$ cat config.mk
export PLATFORM = sky130hd
export DESIGN_NAME = ped_crossing_ctrl
export DESIGN_NICKNAME = d
export VERILOG_FILES = /design/src/rtl/ped_crossing_ctrl.sv
export SDC_FILE = /design/constraint.sdc
export NUM_CORES = 1
export LEC_CHECK = 0
export ABC_AREA = 0
export CAP_MARGIN = 20
export CORE_MARGIN = 10
export CORE_UTILIZATION = 55
export DETAILED_ROUTE_END_ITERATION = 10
export DONT_BUFFER_PORTS = 1
export HOLD_SLACK_MARGIN = 0.1
export PLACE_DENSITY = 0.74
export SLEW_MARGIN = 25
export SYNTH_ARGS = -nofsm -noshare
export SYNTH_HDL_FRONTEND = slang
export SYNTH_SLANG_ARGS = --single-unit
$ cat constraint.sdc
create_clock -name clk -period 2.73 [get_ports clk]
set_input_delay 0.546 -clock clk [delete_from_list [all_inputs] [get_ports clk]]
set_output_delay 0.546 -clock clk [all_outputs]
set_load 0.005 [all_outputs]
$ cat src/rtl/ped_crossing_ctrl.sv
// Pedestrian crossing controller: button debounce, pass_request pulse and walk lamps.
// Optional accepted-request counter enabled by defining PED_REQ_COUNT_EN.
module ped_crossing_ctrl #(
    parameter int unsigned DEB_CYCLES = 4,
    parameter int unsigned SHORTEN_TH = 10,
    parameter int unsigned FLASH_TH   = 5,
    parameter int unsigned FLASH_DIV  = 2,
    parameter int unsigned TIMEOUT    = 200
) (
    input  logic       clk,
    input  logic       rst_n,
    input  logic       btn_raw,
    input  logic       red,
    input  logic       yellow,
    input  logic       green,
    input  logic [7:0] clock,
    output logic       pass_request,
    output logic       walk,
    output logic       walk_flash,
    output logic       req_pending,
    output logic       fault,
    output logic [7:0] req_count
);

    typedef enum logic [2:0] {
        IDLE,
        ARMED,
        WAIT_RED,
        WALK,
        CLEAR
    } state_t;

    localparam int unsigned TW = (TIMEOUT > 1) ? $clog2(TIMEOUT + 1) : 1;
    localparam int unsigned FW = (FLASH_DIV > 1) ? $clog2(FLASH_DIV + 1) : 1;

    localparam logic [7:0]    DEB_MAX  = 8'(DEB_CYCLES);
    localparam logic [7:0]    FLASH_C  = 8'(FLASH_TH);
    localparam logic [7:0]    SHORT_C  = 8'(SHORTEN_TH);
    localparam logic [TW-1:0] TMO_LAST = TW'(TIMEOUT - 1);
    localparam logic [FW-1:0] FD_LAST  = FW'(FLASH_DIV - 1);

    state_t        state;
    logic          sync1;
    logic          sync2;
    logic [7:0]    deb_cnt;
    logic          press;
    logic [TW-1:0] wait_tmr;
    logic [FW-1:0] flash_tmr;
    logic          legal;
    logic          walk_ok;

    // exactly one lamp lit: odd count, but not all three
    assign legal   = (red ^ yellow ^ green) & ~(red & yellow & green);
    assign walk_ok = clock > FLASH_C;

    always_ff @(posedge clk or negedge rst_n) begin
        if (!rst_n) begin
            sync1   <= 1'b0;
            sync2   <= 1'b0;
            deb_cnt <= 8'd0;
            press   <= 1'b0;
        end else begin
            sync1 <= btn_raw;
            sync2 <= sync1;
            if (!sync2) begin
                deb_cnt <= 8'd0;
            end else if (deb_cnt != DEB_MAX) begin
                deb_cnt <= deb_cnt + 8'd1;
            end
            press <= sync2 && (deb_cnt == DEB_MAX - 8'd1);
        end
    end

    always_ff @(posedge clk or negedge rst_n) begin
        if (!rst_n) begin
            state        <= IDLE;
            pass_request <= 1'b0;
            walk         <= 1'b0;
            walk_flash   <= 1'b0;
            req_pending  <= 1'b0;
            fault        <= 1'b0;
            wait_tmr     <= '0;
            flash_tmr    <= '0;
        end else begin
            pass_request <= 1'b0;
            if (!legal) begin
                fault       <= 1'b1;
                state       <= IDLE;
                walk        <= 1'b0;
                walk_flash  <= 1'b0;
                req_pending <= 1'b0;
            end else begin
                unique case (state)
                    IDLE: begin
                        if (press && !fault) begin
                            state       <= ARMED;
                            req_pending <= 1'b1;
                        end
                    end
                    ARMED: begin
                        if (red && walk_ok) begin
                            state       <= WALK;
                            walk        <= 1'b1;
                            req_pending <= 1'b0;
                        end else if (green && clock > SHORT_C) begin
                            pass_request <= 1'b1;
                            state        <= WAIT_RED;
                            wait_tmr     <= '0;
                        end
                    end
                    WAIT_RED: begin
                        if (red) begin
                            state       <= WALK;
                            walk        <= walk_ok;
                            req_pending <= 1'b0;
                        end else if (wait_tmr == TMO_LAST) begin
                            state    <= ARMED;
                            wait_tmr <= '0;
                        end else begin
                            wait_tmr <= wait_tmr + TW'(1);
                        end
                    end
                    WALK: begin
                        if (!red) begin
                            state <= IDLE;
                            walk  <= 1'b0;
                        end else if (!walk_ok) begin
                            state      <= CLEAR;
                            walk       <= 1'b0;
                            walk_flash <= 1'b1;
                            flash_tmr  <= '0;
                        end else begin
                            walk <= 1'b1;
                        end
                    end
                    CLEAR: begin
                        if (!red) begin
                            state      <= IDLE;
                            walk_flash <= 1'b0;
                        end else if (flash_tmr == FD_LAST) begin
                            walk_flash <= ~walk_flash;
                            flash_tmr  <= '0;
                        end else begin
                            flash_tmr <= flash_tmr + FW'(1);
                        end
                    end
                    default: state <= IDLE;
                endcase
            end
        end
    end

`ifdef PED_REQ_COUNT_EN
    logic [7:0] cnt_q;

    always_ff @(posedge clk or negedge rst_n) begin
        if (!rst_n) begin
            cnt_q <= 8'd0;
        end else if (legal && !fault && press && state == IDLE && cnt_q != 8'hFF) begin
            cnt_q <= cnt_q + 8'd1;
        end
    end

    assign req_count = cnt_q;
`else
    assign req_count = 8'd0;
`endif

endmodule

; Word-level counts from Yosys, hierarchy flattened
; Cells that the tools add are included.
[classes]
add_sub_neg = 3
magnitude_cmp = 2
n_eq_ne = 28
n_mux = 43
bitwise_logic = 7
reduce_logical = 14
[op_table]
columns = operator, count
row1 = 8-bit two-way mux, 6
row2 = 3-bit two-way mux, 9
row3 = 1-bit two-way mux, 18
row4 = "3-bit != test, second input constant", 6
row5 = "8-bit by 1-bit adder with 8-bit output, second input constant", 2
row6 = "4-bit != test, second input constant", 4
row7 = 8-bit one-hot mux with 2 select lines, 1
row8 = 3-bit one-hot mux with 5 select lines, 1
row9 = 5-bit AND reduction, 3
row10 = "2-bit != test, second input constant", 6
row11 = "8-bit by 2-bit equality test with 1-bit output, second input constant", 1
row12 = "8-bit equality test, second input constant", 1
row13 = "8-bit by 3-bit greater-than comparator with 1-bit output, second input constant", 1
row14 = "8-bit by 4-bit greater-than comparator with 1-bit output, second input constant", 1
row15 = 2-bit two-way mux, 4
row16 = "4-bit by 1-bit != test with 1-bit output, second input constant", 2
row17 = "8-bit by 3-bit != test with 1-bit output, second input constant", 1
row18 = 4-bit AND reduction, 2
row19 = "3-bit by 2-bit equality test with 1-bit output, second input constant", 2
row20 = 1-bit one-hot mux with 3 select lines, 2
row21 = 1-bit logical AND, 4
row22 = 2-bit one-hot mux with 2 select lines, 1
row23 = 2-bit nonzero test, 2
row24 = 1-bit AND, 3
row25 = 12 further kinds, 14
[totals]
reg_bits = 29
output_inout_bits = 13
word_cells = 109

; Logic depth before layout (Yosys ltp)
[depth]
depth_word = 6
mapped_depth = 7
ltp_nobuf = 6

; Worst setup path after synthesis
; No wires, ideal clock.
[synth_path]
path_kind = input -> register
startpoint = in red
endpoint = reg wait_tmr[7]
t_arrival_ns = 2.036
slack_ns = 0.570
stages = 7
n_path_buf = 1
path_cell_list = ha_1 -> nor3b_4 -> or2_4 -> nand2b_4 -> or3_1 -> buf_6 -> a211o_1
[synth_via]
elab_chain_cells = 5
word_cells_on_any_way = 10
classes_between = 2 x eq/ne / 6 x bitwise / 2 x reduce/logical
[synth_rtl]
columns = element, line
row1 = "start, declared", 13  ; input logic red,
row2 = 1-bit AND (2 in series), 53  ; assign legal = (red ^ yellow ^ green) & ~(red & yellow & green);
row3 = 1-bit inverter, 53
row4 = 1-bit AND, 53
row5 = 5-bit AND reduction (no source line) (*), -
row6 = "end signal, assigned", 120  ; wait_tmr <= wait_tmr + TW'(1);
row7 = "end, declared", 47  ; logic [TW-1:0] wait_tmr;
; Every way passes the cells marked *; elsewhere a longest branch is shown, timed or not.
; A chain may end at the register's enable or synchronous reset.

; Final worst setup path
; Same ends and word-level chain as after synthesis.

==> results.md <==
- The final count of negative-setup-slack endpoints is 0.
- The setup slack on the worst flop-to-flop path is 0.84 ns.
- After detailed routing, the total wire length is 3500 µm.
- The height of the die is 76.0 µm.
- A synthesized cell averages 9.52 µm².
- The signal on the critical path passes through ha_1, nor3b_4, or2_4, nand2b_4, or3_1, a211o_1.
- The synthesis warning total is 0.
- The number of hold violations in the final report is 0.
- The worst stage delay on the critical path is 0.48 ns.
- The worst setup path is launched from an input port.
- In the final timing run, aggregate negative setup slack is 0 ns.
- The number of buffers inserted by hold repair at cts is 2.
- Leaving out fill and tap cells, the most frequent cells in the layout are 29 x dfrtp_1, 13 x o21ai_0, 13 x nand3_1.
- The top flip-flop cell by instance count after synthesis is dfrtp_1.
- Using the TritonRoute via totals, the vias-per-cell ratio works out to about 6.
- Summed over all cells, the static leakage comes to 0.000809 µW.
- The critical path class is in -> reg.
- After synthesis the netlist holds a flip-flop and latch count of 29.
- STA classifies the critical path endpoint as a register.
- The area of the die is 5770 µm².
- The combined global-route utilization of all metal layers is 0.125.
- The instance area at placement is 1710 µm².
- The number of global-route vias before repair came to 1332.
- The number of antenna diodes is 0.
- The startpoint identified for the worst hold timing path is btn_raw.
- The number of buffer cells added on primary ports is 0.
- The total grt overflow is 0.
- The routed wire length per instance is about 15 µm.
- After detailed placement, the design holds a cell count of 218.
- The number of buffers inserted to repair setup after CTS is 0.
- In this run the worst path has a maximum fanout of 13.
- Yosys mapped a number of flops with a built-in enable equal to 0.
- The synthesized instance count is 181.
- The number of sinks driven by the clock tree is 29.
- The critical register-to-register path startpoint is state[0]$_DFFE_PN0P_.
- By area the synthesized netlist is led by dfrtp_1 42%, nand3_1 3.8%, o21ai_0 3.8%, buf_4 3.5%, ha_1 2.9%.
- The total count of max-transition violations in the final report was 0.
- At the end of routability-driven placement, the weighted congestion stood at 0.845.
- The effective utilization at floorplan is 0.569.
- Power spread over the standard cell area amounts to 637 nW/µm².
- The first global-routing pass estimated 6150 µm of wire.
- The number of DRC violations after detailed routing is 0.
- The worst vdd rail ir drop is 0.000357 V.
- The cell depth of the worst hold path is 0.
- The proportion of synthesized flip-flops having asynchronous set or reset is 1.00.
- The worst reg2reg path endpoint is wait_tmr[7]$_DFFE_PN0P_.
- The number of antenna violations at the first check in global routing is 0.
- In this run the horizontal extent of the chip is between 70 and 80 µm.
- Hold is met by approximately 0.24 ns.
- The share of synthesized area in the top cell type comes to 0.421.
- The number of nets in the layout is 201.
- The final design instance area without fill is 1790 µm².
- The vias after detailed routing is 1330.
- The clock insertion delay at the later pin of the skew report is ~0.33 ns.
- The total design power is 1140 µW.
- The share of the clock period used by the worst path after layout is 0.730.
- The placeable core region is roughly 3000 µm².
- The time the worst path needs with I/O delays and setup is 1.99 ns.
- Once detail routing completed, the nets flagged for antenna violations numbered 0.
- The master of the slowest instance on the critical path is or3_1.
- The cell sitting at the root of the clock tree is a clkbuf_4.
- The estimated wirelength of the detail-placed design is 2600 µm.
- The clock arrives with 0.0100 ns of skew.
- The floorplan row count is 20.
- The detailed router finished its first iteration with between 90 and 100 violations.
- TritonCTS built the clock tree.
- Leaving out fill and tap cells, the most frequent cell in the layout is dfrtp_1.
- Yosys mapped the design onto 50 distinct sky130hd cell types.
- The worst min-delay path category is in -> reg.
- Pin placement for this block handled 27 I/O pins.
- The run finished with clean final reports.
- After clock tree synthesis, the clock-pin slew on the worst setup and hold paths is 0.10 ns.
- The mapped netlist covers roughly 1700 µm².
- Measured in cells, the most critical reg-to-reg path has a length of 5.
- In the final layout, the share of cells above drive strength 1 is 0.120.
- Entering global routing, the biggest net connects 30 pins.
- The area added between synthesis and finish is 4.14%.
- The maximum clock frequency is 502 MHz.
- The first-pass detailed-route iteration total is 4.
- The count of placed standard cells in the final layout, fillers left out is between 200 and 250.
- Setup repair after global routing left no endpoint under its margin.
- At the worst endpoint, the arrival time is approximately 2.2 ns.
- The clock buffer count from CTS is 5.
- The most area-hungry cell type in the Yosys netlist is dfrtp_1.
- Across the run, the number of max-cap violations was 0.
- The clock passes through at most 2 buffers.
- The worst hold path terminates at sync1$_DFF_PN0_.
- After clock tree synthesis, the repair step resized 0 gates.
- The H-tree was split into 2 levels.
- The sequential share of the synthesized area is 0.421.
- At the worst endpoint, the required time is 2.95 ns.
report_power, final:
group	switching [µW]	internal [µW]
logic	167	147
registers	89.6	487
clock network	156	96.9
per-stage QoR:
| step | worst slack (ns) | util |
|---|---|---|
| floorplan | 0.570 | - |
| global placement | 0.418 | 0.564 |
| detailed placement | 0.389 | 0.564 |
| CTS | 0.735 | 0.593 |
| global route | 0.655 | 0.593 |
| finish | 0.737 | 0.593 |
kinds of logic (layout without fill, tap and decap cells):
| kind of cell | count (synthesis) | count (layout) | share of synthesized area |
|---|---|---|---|
| DFF | 29 | 29 | 0.421 |
| other | 1 | 8 | 0.00218 |
| and+or+nand+nor | 73 | 73 | 0.251 |
| AOI/OAI and AO/OA | 45 | 45 | 0.179 |
| muxes | 3 | 3 | 0.0189 |
| adders and majority gates | 4 | 4 | 0.0290 |
| xor gates and xnor gates | 6 | 6 | 0.0305 |
| buffers and inverters | 20 | 16 | 0.0683 |
worst max-delay path by stage:
| stage | slack [ns] | depth (start not counted) | to | from |
|---|---|---|---|---|
| after global placement | 0.42 | 6 | wait_tmr[7]$_DFFE_PN0P_ | red |
| final | 0.74 | 6 | wait_tmr[7]$_DFFE_PN0P_ | red |
| after CTS | 0.74 | 6 | wait_tmr[7]$_DFFE_PN0P_ | red |
| after global routing | 0.66 | 6 | wait_tmr[7]$_DFFE_PN0P_ | red |
| after detailed placement | 0.39 | 6 | wait_tmr[7]$_DFFE_PN0P_ | red |
| after floorplan | 0.57 | 7 | wait_tmr[7]$_DFFE_PN0P_ | red |
state kept, by name, summed over array words and instances, names as in the netlist, 2 cells and up:
register and flops:
wait_tmr 8, flash_tmr 2, state 3, deb_cnt 8
area by class of cell:
cell class | instances | area, µm²
Fill cell | 280 | 1230
Clock inverter | 3 | 17.5
Timing Repair Buffer | 2 | 30.0
Multi-Input combinational cell | 139 | 906
Inverter | 6 | 22.5
Sequential cell | 29 | 726
Tap cell | 44 | 55.1
Clock buffer | 5 | 37.5
worst max-delay path, delay by kind of cell:
| kind | cells | cell delay [ns] |
|---|---|---|
| AO/OA/AOI/OAI | 1 | 0.33 |
| adder cells (fa/ha/maj) | 1 | 0.32 |
| AND/OR/NAND/NOR | 4 | 1.01 |
cells in the mapped netlist, drive strengths merged, types with 5 or more instances:
| cell type | count |
|---|---|
| o21ai | 14 |
| xnor2 | 5 |
| and2 | 7 |
| a21oi | 8 |
| a21o | 6 |
| nor3 | 8 |
| buf | 13 |
| nand3 | 13 |
| and3 | 6 |
| nand2 | 9 |
| nor2 | 7 |
| dfrtp | 29 |
| inv | 6 |
per-layer routing:
| layer | up-vias | wire length (µm) | global-route usage |
|---|---|---|---|
| met1 | 634 | 1430 | 0.134 |
| li1 | 643 | - | - |
| met2 | 45 | 1720 | 0.208 |
| met5 | - | 0 | 0 |
| met4 | 0 | 58 | 0.0549 |
| met3 | 8 | 296 | 0.0542 |
No activity file was read; power rests on OpenSTA's default activity.
==> edit 1, RTL diff (same settings) <==
The option `PED_REQ_COUNT_EN` is turned on by a define.
--- a/src/rtl/ped_crossing_ctrl.sv
+++ b/src/rtl/ped_crossing_ctrl.sv
@@ -1,5 +1,7 @@
 // Pedestrian crossing controller: button debounce, pass_request pulse and walk lamps.
 // Optional accepted-request counter enabled by defining PED_REQ_COUNT_EN.
+`define PED_REQ_COUNT_EN
+
 module ped_crossing_ctrl #(
     parameter int unsigned DEB_CYCLES = 4,
     parameter int unsigned SHORTEN_TH = 10,
Formal check against the unedited RTL: not equivalent (Yosys sat finds a counterexample within 10 cycles, from zero or initial values and one cycle with rst_n low).
==> edit 1 against the original RTL <==
Sequential cell count grew 8; area after synthesis up 24%; die area up 18%; setup slack improved by 0.051 ns; cell area is 27% higher; routed wire length increased by 27%; critical path depth shrank 1; highest routed layer unchanged.
Power is not compared: it rests on default switching activity, and its combinational part moved more than twofold at a synthesized area within 25%.
==> edit 1: results (changes against the original RTL) <==
Status
  – Status: finished clean

Critical path
  – Crit Reg-Reg Startpoint: state[1]$_DFFE_PN0P_
  – Kind of critical path: input pin to flop
  – CP arrival: 2.11 ns (-0.10 ns)
  – CP max stage delay: 0.43 ns (-0.05 ns)
  – Critical Path Start: red
  – Delay-heaviest family, CP: simple AND/OR/NAND/NOR gates
  – Crit path max fanout: 10 (-3)
  – Reg2reg setup slack: 0.80 ns (-0.04 ns)
  – Crit path to: wait_tmr[4]$_DFFE_PN0P_
  – R2R depth: 4 (-1)
  – Critical path's slowest cell: or3b_1

Clocking
  – CTS resizes: 0 (unchanged)
  – Clock root buffer: clkbuf_8
  – H-tree levels: 2 (unchanged)
  – Register clock-pin slew on the reported worst setup and hold paths: 0.07 ns (-0.03 ns)
  – CTS buffer count: 5 (unchanged)
  – Post-CTS setup buffers: 0 (unchanged)
  – Clk Latency, worst-skew pair: 0.29 ns (-0.04 ns)

STA
  – Final setup violation count: 0 (unchanged)
  – Worst clock skew: 0.006438 ns (-0.003594 ns)

Drt
  – Vias/cell: 6.205 (+6.4%)
  – Wire per inst: 17.20 µm (+12%)
  – Total iterations of the first detailed-routing run: 4 (unchanged)
  – Initial drt markers: 147 (+48%)

Final layout
  – Layout cell share with drive strength beyond 1: 11.85% (-0.11 points)
  – Ant diodes: 0 (unchanged)
  – Filler instances: 297 (+6.1%)
  – Cell Count, Final, Fillers Out: 259 (+14%)

Yosys
  – Synth cell count leaders: dfrtp_1 (37), nand3_1 (15), nand2_1 (11), xnor2_1 (11)
  – Compound-gate portion of the synthesized area: 21.26% (+3.4 points)
  – Adder-cell share of the synthesized area: 2.921% (+0.016 points)
  – Synth Area per Inst: 10.30 µm² (+8.2%)
  – Post-synthesis cell type count: 53 (+6.0%)
  – Synth area leaders: dfrtp_1 (43%), xnor2_1 (4.5%), a31oi_4 (4.0%)
  – Register area share after synthesis: 43.22% (+1.1 points)
  – Synth async-reset ratio: 100.0% (unchanged)
  – Synth Flop Type: dfrtp_1
  – XOR/XNOR share of the synthesized area: 5.315% (+2.3 points)
  – Ys Warns: 0 (unchanged)
  – Mux cell area share after synthesis: 0.5257% (-1.4 points)

Global routing
  – Pin count of the biggest net entering global routing: 38 (+27%)
  – First-pass GRT wire length: 7762 µm (+26%)
  – Total track usage: 14.51% (+2.0 points)
  – Vias in the first global route: 1,649 (+24%)
  – Initial antenna violation count: 0 (unchanged)

Placed design
  – Post-DP HPWL: 3259 µm (+26%)
  – Cells after DPL: 250 (+15%)
  – IO Port Bufs: 0 (unchanged)
  – Placer Congestion: 0.8716 (+3.2%)

Min path
  – Worst Hold Class: input pin to flop
  – WHS Endpoint: sync1$_DFF_PN0_

Power
  – Static Leakage: 0.9902 nW
[edit 1: changes by cell type after synthesis, sizes merged, moves of 4 or more]
cell | before | now
o21ai | 14 | 9
or3b | 0 | 4
buf | 13 | 5
xnor2 | 5 | 11
a31oi | 3 | 12
nor3 | 8 | 1
o211ai | 0 | 4
nand2b | 2 | 6
dfrtp | 29 | 37
[edit 1: logic make-up (layout without fill, tap and decap cells)]
group / Yosys count / in the layout
compound gates: 52 / 52
xor+xnor: 13 / 13
fa+ha+maj: 5 / 5
buf+inv: 16 / 19
flops: 37 / 37
mux: 1 / 1
simple gates: 84 / 84
[edit 1: layout make-up]
cell class,instances,area (µm²),area share [%]
Sequential cell,37,925.9,40.53
Multi-Input combinational cell,155,1137,49.78
Timing Repair Buffer,4,45.04,1.972
Clock buffer,7,86.33,3.779
Tap cell,48,60.06,2.629
Inverter,8,30.03,1.314
[edit 1: metrics by stage]
stage	cell area (µm²)	hold slack [ns]	setup WS [ns]
after floorplan	2142	0.2504	0.5491
after global routing	2285	0.2717	0.6246
after CTS	2285	0.2767	0.7920
after detailed placement	2168	0.2517	0.4926
final	2285	0.2838	0.7878
after global placement	2168	0.2515	0.5423
[edit 1: power by group through the flow]
stage / clock, W / combinational, W / sequential (W)
after global placement: 0 / 0.000116 / 0.000614
after floorplan: 0 / 0.000103 / 0.000607
final: 0.000389 / 0.000138 / 0.000606
after detailed placement: 0 / 0.000123 / 0.000616
after global routing: 0.000421 / 0.000157 / 0.000611
after CTS: 0.000397 / 0.000139 / 0.000605
[edit 1: metal layers]
layer | up-vias | track usage, % | share of wire [%]
met2 | 48 | 24.88 | 51
met3 | 7 | 4.320 | 5.7
met1 | 770 | 16.98 | 42
li1 | 782 | - | -
met5 | - | 0 | 0
met4 | 0 | 4.592 | 0.99
==> edit 2, RTL diff (same flow settings) <==
Made on the original files. Register the inputs `btn_raw`, `red`, `yellow` and `green` before use, cleared by the reset. The logic sees them one clock later.
--- a/src/rtl/ped_crossing_ctrl.sv
+++ b/src/rtl/ped_crossing_ctrl.sv
@@ -39,6 +39,25 @@
     localparam logic [TW-1:0] TMO_LAST = TW'(TIMEOUT - 1);
     localparam logic [FW-1:0] FD_LAST  = FW'(FLASH_DIV - 1);
 
+    logic btn_raw_q;
+    logic red_q;
+    logic yellow_q;
+    logic green_q;
+
+    always_ff @(posedge clk or negedge rst_n) begin
+        if (!rst_n) begin
+            btn_raw_q <= '0;
+            red_q     <= '0;
+            yellow_q  <= '0;
+            green_q   <= '0;
+        end else begin
+            btn_raw_q <= btn_raw;
+            red_q     <= red;
+            yellow_q  <= yellow;
+            green_q   <= green;
+        end
+    end
+
     state_t        state;
     logic          sync1;
     logic          sync2;
@@ -50,7 +69,7 @@
     logic          walk_ok;
 
     // exactly one lamp lit: odd count, but not all three
-    assign legal   = (red ^ yellow ^ green) & ~(red & yellow & green);
+    assign legal   = (red_q ^ yellow_q ^ green_q) & ~(red_q & yellow_q & green_q);
     assign walk_ok = clock > FLASH_C;
 
     always_ff @(posedge clk or negedge rst_n) begin
@@ -60,7 +79,7 @@
             deb_cnt <= 8'd0;
             press   <= 1'b0;
         end else begin
-            sync1 <= btn_raw;
+            sync1 <= btn_raw_q;
             sync2 <= sync1;
             if (!sync2) begin
                 deb_cnt <= 8'd0;
@@ -98,18 +117,18 @@
                         end
                     end
                     ARMED: begin
-                        if (red && walk_ok) begin
+                        if (red_q && walk_ok) begin
                             state       <= WALK;
                             walk        <= 1'b1;
                             req_pending <= 1'b0;
-                        end else if (green && clock > SHORT_C) begin
+                        end else if (green_q && clock > SHORT_C) begin
                             pass_request <= 1'b1;
                             state        <= WAIT_RED;
                             wait_tmr     <= '0;
                         end
                     end
                     WAIT_RED: begin
-                        if (red) begin
+                        if (red_q) begin
                             state       <= WALK;
                             walk        <= walk_ok;
                             req_pending <= 1'b0;
@@ -121,7 +140,7 @@
                         end
                     end
                     WALK: begin
-                        if (!red) begin
+                        if (!red_q) begin
                             state <= IDLE;
                             walk  <= 1'b0;
                         end else if (!walk_ok) begin
@@ -134,7 +153,7 @@
                         end
                     end
                     CLEAR: begin
-                        if (!red) begin
+                        if (!red_q) begin
                             state      <= IDLE;
                             walk_flash <= 1'b0;
                         end else if (flash_tmr == FD_LAST) begin
Behaviour: not the same (Yosys sat finds a counterexample within 4 cycles, from zero or initial values and one cycle with rst_n low).
==> edit 2 against the original RTL <==
Critical path type is now flop to flop; setup slack got worse by 0.20 ns; area after synthesis rose by 0.87%; cell area up 2.7%; critical endpoint is now state[0]$_DFFE_PN0P_; sequential share of layout area is 4.4 points higher; routed wire length decreased by 5.1%; sequential cell count up 4.
Power is not compared: it rests on default switching activity, and its combinational part moved more than twofold at a synthesized area within 25%.
==> edit 2: results (changes against the original RTL) <==
Yosys
  – Main combinational cell family by area after synthesis: simple AND/OR/NAND/NOR gates
  – Cells after synthesis: 169 (-6.6%)
  – Synth cell count leaders: dfrtp_1 (33), a21oi_1 (9), nand3_1 (9)
  – Register area share after synthesis: 47.52% (+5.4 points)
  – Mux cell area share after synthesis: 2.088% (+0.20 points)
  – Synth async-reset ratio: 100.0% (unchanged)
  – Post-synthesis cell type count: 52 (+4.0%)
  – XOR/XNOR share of the synthesized area: 3.024% (-0.026 points)
  – Compound-gate portion of the synthesized area: 16.56% (-1.3 points)
  – Ys Warns: 0 (unchanged)
  – Adder-cell share of the synthesized area: 2.880% (-0.025 points)
  – Synth area leaders: dfrtp_1 (48%), buf_4 (3.5%), xnor2_1 (3.0%)

Final layout
  – Layout cell share with drive strength beyond 1: 12.57% (+0.61 points)
  – Cell Count, Final, Fillers Out: 219 (-3.9%)
  – Ant diodes: 0 (unchanged)
  – Net count of the finished layout: 193 (-4.0%)
  – Filler instances: 260 (-7.1%)

Min path
  – Hold Startpoint: green
  – Worst Hold Class: input pin to flop
  – WHS Endpoint: green_q$_DFF_PN0_
  – Hold Path Cell Cnt: 0 (unchanged)

Global routing
  – Total track usage: 11.87% (-0.63 points)
  – First-pass GRT wire length: 5789 µm (-5.8%)
  – Pin count of the biggest net entering global routing: 34 (+13%)

Critical path
  – Critical Path Start: red_q$_DFF_PN0_
  – Crit path to: state[0]$_DFFE_PN0P_
  – Reg2reg setup slack: 0.54 ns (-0.30 ns)
  – Crit path max fanout: 10 (-3)
  – R2R depth: 7 (+2)
  – Crit path launch type: flop
  – CP arrival: 2.42 ns (+0.21 ns)
  – CP max stage delay: 0.50 ns (+0.02 ns)
  – Critical path's slowest cell: or3_2

STA
  – Slew Viols, Final: 0 (unchanged)
  – Worst hold margin: 0.2313 ns (-0.01216 ns)
  – Worst clock skew: 0.01230 ns (+0.002270 ns)
  – Setup TNS: 0 ns (unchanged)
  – FMAX: 455.7 MHz (-9.2%)

Clocking
  – CTS Buffer Depth: 2 (unchanged)
  – Register clock-pin slew on the reported worst setup and hold paths: 0.10 ns (about the same)
  – Clk Latency, worst-skew pair: 0.33 ns (about the same)
  – CTS resizes: 0 (unchanged)
  – H-tree levels: 2 (unchanged)

Placed design
  – Dpl ws: 0.5338 ns (+0.1450 ns)
  – Placed Area: 1757 µm² (+2.8%)
  – Cells after DPL: 210 (-3.7%)
  – Post-DP HPWL: 2425 µm (-6.6%)
  – Placer Congestion: 0.8920 (+5.6%)

Drt
  – Routed Wire Length: 3323 µm (-5.1%)
  – Via count: 1,270 (-4.5%)
  – Initial drt markers: 154 (+56%)
  – # DRC: 0 (unchanged)
  – Total iterations of the first detailed-routing run: 4 (unchanged)

Power
  – Switching Share: 24.47%
  – PwrDens: 463.9 nW/µm²
  – Static Leakage: 0.8254 nW
  – Peak supply drop: 0.2746 mV
  – Comb pwr share: 8.2%

Status
  – Status: finished clean
[edit 2: changes by cell type in the layout (fill, tap and decap cells not counted), sizes merged, moves of 3 or more]
cell   before  now
a21o        6    1
dfrtp      29   33
o21ai      14    8
nand3      13    9
or4         1    4
[edit 2: what timing repair did]
item	4_1_cts	5_1_grt
hold buffers	2	0
endpoints found under the hold margin	33	0
setup buffers	0	0
[edit 2: layout make-up]
cell class / instances / area, µm² / area share (%)
clock buffer: 7 / 55.05 / 2.989
inverter: 4 / 15.01 / 0.8152
multi-input combinational: 127 / 845.8 / 45.92
sequential: 33 / 825.8 / 44.84
tap: 44 / 55.05 / 2.989
timing repair buffer: 4 / 45.04 / 2.446
[edit 2: metal layers]
| layer | vias to the layer above | global-route usage (%) | wire length, µm |
|---|---|---|---|
| li1 | 611 | - | - |
| met1 | 604 | 13.93 | 1503 |
| met2 | 49 | 17.69 | 1395 |
| met4 | 0 | 4.461 | 47 |
| met3 | 6 | 6.604 | 377 |
| met5 | - | 0 | 0 |
